`config.mk`:
```
export PLATFORM = sky130hd
export DESIGN_NAME = clk_div_ctrl
export DESIGN_NICKNAME = d
export VERILOG_FILES = /design/src/rtl/clk_div_ctrl.sv
export SDC_FILE = /design/constraint.sdc
export NUM_CORES = 1
export LEC_CHECK = 0
export ABC_CLOCK_PERIOD_IN_PS = 3500
export CAP_MARGIN = 20
export CORE_MARGIN = 5
export CORE_UTILIZATION = 45
export CTS_CLUSTER_DIAMETER = 40
export DETAILED_ROUTE_END_ITERATION = 8
export GPL_TIMING_DRIVEN = 0
export HOLD_SLACK_MARGIN = 0.15
export PLACE_DENSITY = 0.64
export SLEW_MARGIN = 20
export SYNTH_ARGS = -nofsm -noshare
export SYNTH_HDL_FRONTEND = slang
export SYNTH_SLANG_ARGS = --single-unit
```
`constraint.sdc`:
```
create_clock -name clk -period 3.5 [get_ports clk]
set_input_delay 0.525 -clock clk [delete_from_list [all_inputs] [get_ports clk]]
set_output_delay 0.525 -clock clk [all_outputs]
set_load 0.1 [all_outputs]
```
`src/rtl/clk_div_ctrl.sv`:
```
// Run/stop and ratio controller for a counter-based clock divider.
// Ratio changes and stops are deferred to a period boundary so div_out never shows a runt period.
module clk_div_ctrl #(
  parameter int CNT_W       = 8,
  parameter int DEFAULT_DIV = 4
) (
  input  logic             clk,
  input  logic             rst,
  input  logic             en,
  input  logic             cfg_valid,
  input  logic [CNT_W-1:0] cfg_div,
  output logic             cfg_ready,
  output logic             cfg_err,
  output logic             div_out,
  output logic             div_tick,
  output logic [CNT_W-1:0] active_div,
  output logic             running
);

  typedef enum logic [1:0] {
    IDLE     = 2'd0,
    RUN      = 2'd1,
    STOPPING = 2'd2
  } state_t;

  localparam logic [CNT_W-1:0] ZERO = CNT_W'(0);
  localparam logic [CNT_W-1:0] ONE  = CNT_W'(1);

  state_t           state_q, state_d;
  logic [CNT_W-1:0] cnt_q, cnt_d;
  logic [CNT_W-1:0] active_q, active_d;
  logic [CNT_W-1:0] pend_q, pend_d;
  logic             pend_valid_q, pend_valid_d;
  logic             cfg_ready_q, cfg_err_q, div_out_q, div_tick_q, running_q;
  logic             cfg_err_d, div_out_d, div_tick_d, running_d;
  logic             accept, legal, wrap;

  // Next-state logic: counting, handshake and deferred ratio application.
  always_comb begin
    state_d      = state_q;
    cnt_d        = cnt_q;
    active_d     = active_q;
    pend_d       = pend_q;
    pend_valid_d = pend_valid_q;

    accept    = cfg_valid && cfg_ready_q;
    legal     = (cfg_div > ONE);
    cfg_err_d = accept && !legal;
    // >= keeps the counter bounded even if it were ever corrupted past the wrap.
    wrap      = (cnt_q >= (active_q - ONE));

    case (state_q)
      IDLE: begin
        cnt_d    = ZERO;
        active_d = (accept && legal) ? cfg_div : active_q;
        state_d  = en ? RUN : IDLE;
      end
      RUN, STOPPING: begin
        if (wrap) begin
          cnt_d        = ZERO;
          pend_valid_d = 1'b0;
          if (accept && legal) begin
            active_d = cfg_div;
          end else if (pend_valid_q) begin
            active_d = pend_q;
          end else begin
            active_d = active_q;
          end
          state_d = en ? RUN : IDLE;
        end else begin
          cnt_d = cnt_q + ONE;
          if (accept && legal) begin
            pend_d       = cfg_div;
            pend_valid_d = 1'b1;
          end else begin
            pend_d       = pend_q;
            pend_valid_d = pend_valid_q;
          end
          state_d = en ? RUN : STOPPING;
        end
      end
      default: begin
        state_d      = IDLE;
        cnt_d        = ZERO;
        pend_valid_d = 1'b0;
      end
    endcase

    running_d  = (state_d != IDLE);
    div_out_d  = running_d && (cnt_d < (active_d >> 1));
    div_tick_d = running_d && (cnt_d == ZERO);
  end

  // State and registered outputs; rst aborts any period and drops the pending ratio.
  always_ff @(posedge clk) begin
    if (rst) begin
      state_q      <= IDLE;
      cnt_q        <= ZERO;
      active_q     <= CNT_W'(DEFAULT_DIV);
      pend_q       <= ZERO;
      pend_valid_q <= 1'b0;
      cfg_ready_q  <= 1'b1;
      cfg_err_q    <= 1'b0;
      div_out_q    <= 1'b0;
      div_tick_q   <= 1'b0;
      running_q    <= 1'b0;
    end else begin
      state_q      <= state_d;
      cnt_q        <= cnt_d;
      active_q     <= active_d;
      pend_q       <= pend_d;
      pend_valid_q <= pend_valid_d;
      cfg_ready_q  <= !pend_valid_d;
      cfg_err_q    <= cfg_err_d;
      div_out_q    <= div_out_d;
      div_tick_q   <= div_tick_d;
      running_q    <= running_d;
    end
  end

  assign cfg_ready  = cfg_ready_q;
  assign cfg_err    = cfg_err_q;
  assign div_out    = div_out_q;
  assign div_tick   = div_tick_q;
  assign active_div = active_q;
  assign running    = running_q;

endmodule

```
# Yosys cells after proc, flatten, opt, wreduce, memory -nomap -nowiden

Cells that the tools add are included.

Register bits after elaboration: 32
Input bits: 12
Output and inout port bits: 13
Logic and storage cells: 50

$add $sub $neg: 2
Magnitude comparators: 3
Equal/unequal tests: 5
Mux-type cells: 14
Bitwise logic cells: 1
Reductions and logical operators: 14

Operator list:

| operator                                                               | count |
|---|---|
| 8-bit two-way mux                                                      | 6 |
| 8-bit case mux with 2 select lines                                     | 1 |
| 8-bit by 1-bit adder with 8-bit output (second input constant)         | 1 |
| 8-bit greater-or-equal comparator                                      | 1 |
| 8-bit by 1-bit > comparator with 1-bit output (second input constant)  | 1 |
| 8-bit zero test                                                        | 1 |
| 8-bit by 7-bit < comparator with 1-bit output                          | 1 |
| 8-bit by 1-bit subtractor with 8-bit output (second input constant)    | 1 |
| 1-bit logical AND                                                      | 5 |
| 2-bit two-way mux                                                      | 2 |
| 2-bit inequality test (second input constant)                          | 2 |
| 2-bit case mux with 2 select lines                                     | 1 |
| 4-bit AND reduction                                                    | 1 |
| 2-bit nonzero test                                                     | 2 |
| 1-bit two-way mux                                                      | 3 |
| 3-bit inequality test (second input constant)                          | 1 |
| 3-bit AND reduction                                                    | 1 |
| 2-bit by 1-bit equality test with 1-bit output (second input constant) | 1 |
| 2-bit equality test (second input constant)                            | 1 |
| 1-bit zero test                                                        | 2 |
| 2-bit zero test                                                        | 1 |
| 1-bit case mux with 2 select lines                                     | 1 |
| 2-bit OR reduction                                                     | 1 |
| 1-bit inverter                                                         | 1 |

# Logic depth before layout (Yosys ltp)

Depth after elaboration: 7
Gate-level depth with buffers: 17
Mapped depth without buffers: 16

# Worst setup path after synthesis

OpenSTA, ideal clock, no wires.

Path kind: register to register
Start: reg active_q[1], in the netlist active_div[1]
End: reg div_out_q, in the netlist div_out
Library setup time: 0.079 ns
Arrival time: 3.903 ns
Data required time: 3.421 ns
Setup slack: -0.482 ns
Cell stages (with the launch flop): 18
Buffers on the path: 1
Clock period less this slack: 3.982 ns
Cell sequence: dfxtp_1 > inv_1 > ha_1 > nand2_1 > nor3_1 > xnor2_1 > ha_1 > nand2_1 > o21ai_0 > nor2_1 > nand2_1 > clkbuf_1 > nor2_1 > ha_1 > a21o_1 > a21oi_1 > o21ai_0 > a211oi_2

Word-level cells in the longest chain between the ends: 6
Elaborated cells between the ends (all ways): 14
Those cells by class: add/sub (1); order compare (2); mux (9); reduce/logical (2)

Ends and longest elaborated chain:

| item                                          | line | RTL |
|---|---|---|
| from (decl)                                   | 31   | `logic [CNT_W-1:0] active_q, active_d;` |
| from (signal assigned)                        | 99   | `active_q <= CNT_W'(DEFAULT_DIV);` |
| from (signal assigned)                        | 110  | `active_q <= active_d;` |
| 8-bit by 1-bit subtractor with 8-bit output   | 50   | `wrap = (cnt_q >= (active_q - ONE));` |
| 8-bit greater-or-equal comparator             | 50   |  |
| 8-bit two-way mux                             | 59   | `if (wrap) begin` |
| 8-bit two-way mux                             | 52   | `case (state_q)` |
| via cnt_d[5]                                  | 30   | `logic [CNT_W-1:0] cnt_q, cnt_d;` |
| 8-bit by 7-bit < comparator with 1-bit output | 90   | `div_out_d = running_d && (cnt_d < (active_d >> 1));` |
| 1-bit logical AND                             | 90   |  |
| to (signal assigned)                          | 115  | `div_out_q <= div_out_d;` |
| to (decl)                                     | 34   | `logic cfg_ready_q, cfg_err_q, div_out_q, div_tick_q, running_q;` |

The timed path passes the listed nets, and every way through them passes these cells. The select of a mux whose other input is x is not followed.
A chain may end at the register's enable or synchronous reset.

# Worst setup path after layout

Start: reg active_q[3], in the netlist active_div[3]
End: reg div_out_q, in the netlist div_out

Word-level cells in the longest chain between the ends: 6
Elaborated cells between the ends (all ways): 14
Those cells by class: add/sub (1); order compare (2); mux (9); reduce/logical (2)

Ends and longest elaborated chain:

| item                                                                                       | line |
|---|---|
| 8-bit by 1-bit subtractor with 8-bit output / 8-bit two-way mux (equally long branches)    | 50, 64 |
| 8-bit greater-or-equal comparator / 8-bit two-way mux (equally long branches)              | 50, 62 |
| 8-bit two-way mux / 2-bit two-way mux (equally long branches)                              | 59 |
| 8-bit case mux with 2 select lines, or another cell as far along                           | 52 |
| 8-bit by 7-bit < comparator with 1-bit output / 2-bit nonzero test (equally long branches) | 90, 89 |
| 1-bit logical AND (*)                                                                      | 90 |

Mark *: on every way between the ends. The rest lies on a longest branch, timed or not. The select of a mux whose other input is x is not followed.

==> results.toml <==
[cells_and_area]
area_growth_pct = 25.64
fillers = 393
post-route-util = 0.5855
diodes = 0
final_cell_area_um2 = 2342
drive_gt1_frac = 0.1486
final_nets = 278

[placement]
place.gp.congestion = 0.8441
dpl.hpwl_um = 3433
postPlaceCellArea_um2 = 2181
numPortBuffers = 24
dp_slack_ps = -122.6

[critical_path]
rr_startpoint = "active_div[3]"
cp.required_ps = 3710
worstSetupPathType = "flip-flop to flip-flop"
cp-end-kind = "flip-flop"
startpoint_type = "flip-flop"
cp.depth = 15
crit_path_start = "active_div[3]"
r2r_end = "div_out"
critPathMaxFanout = 7
cp-endpoint = "div_out"
rrSetupSlack_ps = 170
path_cells = "nor2_1 > nand3_1 > nor4_2 > xnor2_1 > ha_1 > nand4_1 > a31oi_4 > nor2_1 > o32a_4 > a2bb2oi_2 > ha_1 > a21o_1 > a21oi_1 > o21ai_0 > a211oi_2"
cp_slowest_cell = "o32a_4"
worstPathArrival_ps = 3550
reg2reg_depth = 15
slowest_delay_ps = 370
critPathTopFamily = "compound AO/OA/AOI/OAI gates"
path_buf_inv = 0

[timing]
min_period_over_period = 0.9524
period_needed_ps = 3333
tightestPinTransition_ps = 983.8
setup_violations = 0
slew_violations = 0
fin_ws_ps = 166.6
finClkSkew_ps = 4.004
relSlewSlack = 0.3421
hold_viol = 0
timing.hold.ws_ps = 489.9
fmax_mhz = 300.0

[routing]
vias = 1652
drc_errors = 0
firstDrtPassIters = 4
drt_wl_total_um = 4476
vias_per_cell = 5.525
wl_per_cell_um = 14.97
ant_nets = 0
first_iter_violations = 85

[floorplan]
die-area_um2 = 5530
die_w_um = 74.37
row_count = 23
core_area_um2 = 4000
ios = 25
initial_core_util = 0.4661
die_h_um = 74.37

[flow_run]
drv_cap = 0

[synthesis]
synth_nets = 248
async_flop_share = 0
synth_ff_type = "dfxtp_1"
avgSynthCellArea_um2 = 8.552
synth-seq-cells = 32
synthesis.instances = 218
syn-cell-area_um2 = 1864
synth_edf_count = 0
yosysUniqueCellTypes = 41
yosysWarnings = 0
synth_seq_area_share = 0.3436

[clock_tree]
clk_path_buf_depth = 2
cts_buffers = 5
htreeDepth = 2
clockRootBuffer = "clkbuf_8"
cts_hold_buf = 0
clk_pin_slew_ps = 70
insertion_delay_ps = 290
cts_tree = "done"
post_cts_buffers = 0
clock_sinks = 32

[grt]
antenna_found_initial = 0
grt_max_degree = 18
grt_pass1_wl_um = 7369
grt_pass1_vias = 1546
grt.overflow.total = 0
grt_use_total = 0.1766

[power_and_ir_drop]
p_total_uw = 980.0
vdd_drop_max_uv = 226.1
p_leak_uw = 0.0009112
powerDensity_nw_per_um2 = 418.4

[outcome]
outcome = "complete, no violations"

[hold_path]
hp-class = "flip-flop to flip-flop"
## cell type report
class	instances	area [µm²]	share of cell area
Buffer	6	23.77	0.01015
Clock buffer	6	82.58	0.03526
Clock inverter	2	10.01	0.004273
Inverter	8	30.03	0.01282
Multi-Input combinational cell	171	1239	0.5288
Sequential cell	32	654.4	0.2794
Tap cell	50	62.56	0.02671
Timing Repair Buffer	24	240.2	0.1026
## flip-flops by register name (all words and copies together), names as in the netlist
signal and flops:
pend_q 8, div_tick 1, div_out 1, active_div 8, cfg_ready 1, state_q 2, running 1, pend_valid_q 1
cfg_err 1, cnt_q 8
## power by group
part           internal (µW)  switching, µW  total, µW
clock network            157            143        299
logic                   98.5            185        283
registers                382           15.4        398
total                    637            343        980
## how the worst min path moves through the flow
stage / depth (start not counted) / from / to
after detailed placement: 2 / pend_q[2] / pend_q[2]
after global routing: 2 / pend_q[2] / pend_q[2]
final: 2 / pend_q[6] / pend_q[6]
after global placement: 2 / pend_q[3] / pend_q[3]
after CTS: 2 / pend_q[2] / pend_q[2]
after floorplan: 2 / pend_q[0] / pend_q[0]
## kinds of logic after synthesis
kind of cell             count (synthesis)  synth area share
AND/OR/NAND/NOR                         86            0.2342
AO/OA/AOI/OAI                           46            0.1664
flip-flops                              32            0.3436
adder cells (fa/ha/maj)                 18            0.1208
buffers and inverters                   15           0.03087
XOR/XNOR                                13           0.06107
multiplexers                             8           0.04295
## cells in the mapped netlist (all sizes together), types with 2 or more instances
cell type,n,area share
nor2,29,0.062
mux2i,8,0.043
nor4,2,0.010
a31oi,4,0.013
inv,8,0.016
xnor2,8,0.038
xor2,5,0.023
nand2,10,0.020
a21oi,16,0.043
dfxtp,32,0.34
nand3,6,0.019
ha,18,0.12
and3,11,0.037
nand2b,2,0.0067
clkbuf,6,0.012
o21ai,7,0.019
or2,2,0.0067
nor2b,2,0.0067
nor3,18,0.048
o21a,2,0.0081
a2bb2oi,6,0.028
## cells in the final DEF (no fill, tap or decap), drive strengths merged, types with 2 or more instances in the layout
cell / n
nand2b: 2
nor3: 18
xor2: 5
nand3: 6
inv: 8
nor2b: 2
ha: 18
o21ai: 7
dfxtp: 32
clkdlybuf4s50: 24
a21oi: 16
clkbuf: 11
a2bb2oi: 6
or2: 2
clkinv: 2
mux2i: 8
and3: 11
xnor2: 8
nor2: 29
nand2: 10
o21a: 2
nor4: 2
a31oi: 4
## repair_timing
| item | CTS | global route |
|---|---|---|
| resized for setup | 2 | 13 |
| pin swaps | 0 | 1 |
| endpoints found under the setup margin | 1 | 1 |
## routing by layer
metal	global-route usage	up-vias	routed length (µm)
met1	0.2385	769	2188
met5	0	-	0
met3	0.04730	10	188
met4	0.07312	0	110
li1	-	847	-
met2	0.2663	26	1989
## worst min-delay path: stages, from the launching register on
cell     delay (ps)
dfxtp_1         320
mux2i_1          60
nor2_1           70
## stage by stage
stage / setup TNS (ps) / std cells
after floorplan: 0 / 218
after global placement: -130.4 / 292
after detailed placement: -122.6 / 292
after CTS: 0 / 299
after global routing: -57.51 / 299
final: 0 / 299
Note: power is estimated with default switching activity, not from simulation.
